--- src/rtl/mem_access_ctrl.sv ---
// rtl/mem_access_ctrl.sv - MEM-stage SRAM access controller with wait states and pipeline freeze
// Optional misaligned-access trap is compiled in with MEM_ALIGN_CHECK_EN.
module mem_access_ctrl #(
    parameter int WAIT_STATES = 3,
    parameter int BASE_ADDR   = 1024,
    parameter int ADDR_W      = 16
) (
    input  logic              clk,
    input  logic              rst,

    input  logic              WB_en_in,
    input  logic              MEM_R_EN_in,
    input  logic              MEM_W_EN_in,
    input  logic [31:0]       ALU_result_in,
    input  logic [31:0]       ST_val_in,
    input  logic [3:0]        Dest_in,

    output logic              freeze,

    output logic [ADDR_W-1:0] sram_addr,
    output logic [31:0]       sram_wdata,
    output logic              sram_we,
    output logic              sram_rd,
    input  logic [31:0]       sram_rdata,

    output logic              WB_en,
    output logic              MEM_R_EN,
    output logic [31:0]       ALU_result,
    output logic [31:0]       MEM_result,
    output logic [3:0]        Dest,

    output logic              align_err
);

    localparam logic [3:0]  WS_INIT = 4'(WAIT_STATES);
    localparam logic [31:0] BASE    = 32'(BASE_ADDR);

    typedef enum logic [1:0] {
        S_IDLE   = 2'd0,
        S_ACCESS = 2'd1,
        S_DONE   = 2'd2
    } state_t;

    state_t              state;
    state_t              state_nx;
    logic [3:0]          cnt;
    logic [31:0]         hold;
    logic                wr_q;
    logic [ADDR_W-1:0]   addr_q;
    logic [31:0]         wdata_q;

    logic                req;
    logic                misalign;
    logic [31:0]         offset;
    logic [ADDR_W-1:0]   addr_in;

    assign req     = MEM_R_EN_in | MEM_W_EN_in;
    assign offset  = ALU_result_in - BASE;
    assign addr_in = ADDR_W'(offset >> 2);

`ifdef MEM_ALIGN_CHECK_EN
    assign misalign = req && (ALU_result_in[1:0] != 2'b00);
`else
    assign misalign = 1'b0;
`endif

    always_ff @(posedge clk) begin
        if (rst) begin
            state <= S_IDLE;
        end else begin
            state <= state_nx;
        end
    end

    always_comb begin
        state_nx = state;
        case (state)
            S_IDLE: begin
                if (req) begin
                    state_nx = misalign ? S_DONE : S_ACCESS;
                end
            end
            S_ACCESS: begin
                if (cnt == 4'd0) begin
                    state_nx = S_DONE;
                end
            end
            S_DONE:  state_nx = S_IDLE;
            default: state_nx = S_IDLE;
        endcase
    end

    // Strobes are gated by rst so an aborted access releases the SRAM immediately.
    always_comb begin
        freeze  = 1'b0;
        sram_we = 1'b0;
        sram_rd = 1'b0;
        case (state)
            S_IDLE:   freeze = req;
            S_ACCESS: begin
                freeze  = 1'b1;
                sram_we = wr_q & ~rst;
                sram_rd = ~wr_q & ~rst;
            end
            default: ;
        endcase
    end

    // Address and data are latched at access start so the SRAM sees stable values.
    assign sram_addr  = (state == S_ACCESS) ? addr_q  : addr_in;
    assign sram_wdata = (state == S_ACCESS) ? wdata_q : ST_val_in;

    always_ff @(posedge clk) begin
        if (rst) begin
            cnt     <= 4'd0;
            hold    <= 32'd0;
            wr_q    <= 1'b0;
            addr_q  <= '0;
            wdata_q <= 32'd0;
        end else begin
            case (state)
                S_IDLE: begin
                    if (req) begin
                        cnt     <= WS_INIT;
                        wr_q    <= MEM_W_EN_in;
                        addr_q  <= addr_in;
                        wdata_q <= ST_val_in;
                        if (misalign) begin
                            hold <= 32'd0;
                        end
                    end
                end
                S_ACCESS: begin
                    if (cnt != 4'd0) begin
                        cnt <= cnt - 4'd1;
                    end else if (!wr_q) begin
                        hold <= sram_rdata;
                    end
                end
                default: ;
            endcase
        end
    end

    // MEM/WB register: a frozen cycle inserts a bubble by clearing WB_en only.
    always_ff @(posedge clk) begin
        if (rst) begin
            WB_en      <= 1'b0;
            MEM_R_EN   <= 1'b0;
            ALU_result <= 32'd0;
            MEM_result <= 32'd0;
            Dest       <= 4'd0;
        end else if (freeze) begin
            WB_en      <= 1'b0;
        end else begin
            WB_en      <= WB_en_in;
            MEM_R_EN   <= MEM_R_EN_in;
            ALU_result <= ALU_result_in;
            MEM_result <= hold;
            Dest       <= Dest_in;
        end
    end

`ifdef MEM_ALIGN_CHECK_EN
    always_ff @(posedge clk) begin
        if (rst) begin
            align_err <= 1'b0;
        end else if (state == S_IDLE && misalign) begin
            align_err <= 1'b1;
        end
    end
`else
    assign align_err = 1'b0;
`endif

endmodule

--- config.mk ---
export PLATFORM = sky130hd
export DESIGN_NAME = mem_access_ctrl
export DESIGN_NICKNAME = d
export VERILOG_FILES = /design/src/rtl/mem_access_ctrl.sv
export SDC_FILE = /design/constraint.sdc
export NUM_CORES = 1
export LEC_CHECK = 0
export CELL_PAD_IN_SITES_DETAIL_PLACEMENT = 1
export CELL_PAD_IN_SITES_GLOBAL_PLACEMENT = 1
export CORE_UTILIZATION = 31
export CTS_CLUSTER_SIZE = 16
export DETAILED_ROUTE_END_ITERATION = 7
export PLACE_DENSITY_LB_ADDON = 0.1
export SLEW_MARGIN = 20
export SYNTH_ARGS = -nofsm -noshare
export SYNTH_HDL_FRONTEND = slang
export SYNTH_SLANG_ARGS = --single-unit
--- constraint.sdc ---
create_clock -name clk -period 2 [get_ports clk]
set_input_delay 0.2 -clock clk [delete_from_list [all_inputs] [get_ports clk]]
set_output_delay 0.2 -clock clk [all_outputs]
set_load 0.05 [all_outputs]
==> flow_metrics.tcl <==
set metrics [dict create \
    outcome "finished, final reports clean" \
    yosysSeqAreaShare 0.527 \
    critPathArrivalTime_ns 1.71 \
    cts.sinks 157 \
    crit_required_ns 1.80 \
    place_area_mm2 0.00905 \
    fin_crit_sh 0.953 \
    clk_pin_slew_ns 0.06 \
    finalPower_mw 9.80 \
    start_kind "register" \
    dr.pass1.iters 4 \
    antennaDiodeCount 0 \
    die_width_um 141 \
    pwr-share-clk 0.330 \
    clock_path_buffers 2 \
    slew_violations 0 \
    viasPerCell 4.90 \
    rsz0062_at_grt "yes" \
    p_sw_frac 0.326 \
    fin_hold_ws_ns 0.135 \
    grt_max_degree 98 \
    cts_tree "yes" \
    final_area_mm2 0.00975 \
    utilization 0.520 \
    numCtsBuffers 17 \
    drtIter0Drc 217 \
    critPathKind "reg2out" \
    yosysTopAreaCell "dfxtp_1" \
    powerDensity_mw_per_mm2 1010 \
    port_buffers 225 \
    dr_total_vias 5967 \
    drtAntennaViolNets 0 \
    grt_pass1_vias 6306 \
    clkLatencyLatePin_ns 0.42 \
    antenna_found_initial 0 \
    grtUsageTotal 0.205 \
    power_frac_comb 0.311 \
    rrSetupSlack_ns 0.17 \
    ys.flop_type "dfxtp_1" \
    final_hold_viol_count 0 \
    share_seq_of_total_power 0.359 \
    netlist_area_mm2 0.00596 \
    floorplan.initialDensity 0.318 \
    yosysTopAreaCellShare 0.527 \
    cts_max_level 4 \
    instances_no_fill 1218 \
    synthToLayoutAreaGrowth_pct 63.6 \
    fillers 2148 \
    gp_congestion 0.763 \
    p_leak_nw 3.82 \
    synth_edf_count 0 \
    cts_hold_buf 0 \
    grt_pass1_wl_mm 32.1 \
    dp_cells 1184 \
    die_h_um 141 \
    synth.distinct_cells 31 \
    root_buffer "clkbuf_16" \
    yosysWarnings 0 \
    ys_async_sr_fraction 0 \
    drv_cap 0 \
    end_kind "primary output" \
    setup_slack_ns 0.0935 \
    grt_overflow 0 \
    synth_top_cells_by_area "dfxtp_1 53%, nand2_1 21%, a21oi_1 9.2%" \
    period_needed_ns 1.91 \
    hold_class "in2reg" \
    ios 227 \
    p_sw_mw 3.19 \
    setup_violations 0 \
    wirelength_mm 20.4 \
    nets 1080 \
    drc 0 \
    finalSetupTns_ns 0 \
    core_mm2 0.0188 \
    max-vdd-ir-drop_mv 0.528 \
    maxSlewHeadroom 0.627 \
    worst_pin_slew_ns 0.557 \
    dp_hpwl_mm 13.8 \
    syn_avg_cell_area_um2 7.86 \
    cellInternalPower_mw 6.61 \
    num_rows 50 \
    drive_gt1_frac 0.128 \
    wl_per_cell_um 16.7 \
    die_area_mm2 0.0198 \
    fmax_mhz 525 \
    critPathMaxFanout 19 \
    cts_setup_buffers 0 \
    postSynthCellCount 758 \
    dp_slack_ns -0.323 \
    syn-num-nets 866 \
    finClkSkew_ns 0.00705 \
    synth_seq_cells 157 \
]
==> path summary, 6_finish.rpt <==
| kind | start | endpoint | cells after the start |
|---|---|---|---|
| hold reg to reg | MEM_result[10] | MEM_result[10] | 2 |
| hold / removal | rst | state[0] | 2 |
| setup reg to reg | cnt[0] | hold[11] | 7 |
| setup / recovery | state[1] | sram_addr[15] | 6 |
==> logic make-up (layout without fill, tap and decap cells) <==
| logic type | after synthesis | in the layout | share of synthesized area |
|---|---|---|---|
| AOI/OAI and AO/OA | 159 | 159 | 0.165 |
| adders and majority gates | 3 | 3 | 0.00630 |
| buffers and inverters | 62 | 288 | 0.0472 |
| DFF | 157 | 157 | 0.527 |
| muxes | 1 | 1 | 0.00168 |
| and+or+nand+nor | 367 | 367 | 0.240 |
| xor gates and xnor gates | 8 | 8 | 0.0118 |
| other | 1 | 1 | 0.000629 |
==> state kept, by name, indices dropped and copies added (netlist names) <==
signal / count
cnt: 4
hold: 32
WB_en: 1
wr_q: 1
state: 2
wdata_q: 32
Dest: 4
addr_q: 16
MEM_result: 32
MEM_R_EN: 1
ALU_result: 32
==> synthesized netlist by cell type, types with 2 or more instances <==
master / number
ha_1: 3
a211oi_1: 3
clkbuf_1: 34
xor2_1: 5
nand3_1: 2
nor3_1: 10
buf_2: 18
nor4_1: 2
a21oi_1: 109
and3_1: 2
xnor2_1: 3
o2bb2ai_1: 5
a22o_1: 41
nor2_1: 16
buf_6: 3
nand2_1: 327
dfxtp_1: 157
inv_1: 5
==> layer usage <==
| metal | global-route usage | up-vias | share of wire |
|---|---|---|---|
| met5 | 0 | - | 0 |
| met4 | 0.0675 | 0 | 0.011 |
| met3 | 0.0584 | 17 | 0.059 |
| met2 | 0.362 | 160 | 0.50 |
| met1 | 0.239 | 2893 | 0.43 |
| li1 | - | 2897 | - |
==> area by class of cell <==
type	count	area, µm²	area share
clock buffer	19	433	0.0444
inverter	6	22.5	0.00231
multi-input combinational	539	2610	0.268
timing repair buffer	251	3100	0.318
clock inverter	12	148	0.0151
sequential	157	3150	0.323
tap	234	293	0.0300
==> timing repair <==
item	CTS	global route
gates resized for setup	7	7
cloned	0	2
endpoints found under the setup margin	29	19
pin swaps	0	1
==> worst max-delay path, stage by stage, from the launching register on <==
cell and delay (ns):
dfxtp_2 0.41, nand2b_4 0.23, buf_12 0.17, nor2_1 0.05, a21oi_1 0.14, buf_4 0.14
buf_12 0.13
==> power groups by stage <==
stage | Clock [mW] | Combinational, mW | Sequential, mW
2_1_floorplan | 0 | 1.33 | 3.78
3_3_place_gp | 0 | 2.95 | 3.56
3_5_place_dp | 0 | 3.00 | 3.58
4_1_cts | 3.31 | 3.02 | 3.52
5_1_grt | 3.42 | 3.22 | 3.54
6_report | 3.23 | 3.05 | 3.52
==> placed cells by master (no fill, tap or decap), drive strengths merged, types with 2 or more instances in the layout <==
cell and n:
nand2 327, clkdlybuf4s50 172, dfxtp 157, a21oi 109
buf 76, a22o 41, clkbuf 21, nor2 16
nor3 11, inv 6, xor2 5, o2bb2ai 5
clkinvlp 5, clkinv 4, xnor2 3, a211oi 3
ha 3, bufinv 3, nor4 2, and3 2
nand3 2
No activity file was read; power rests on OpenSTA's default activity.
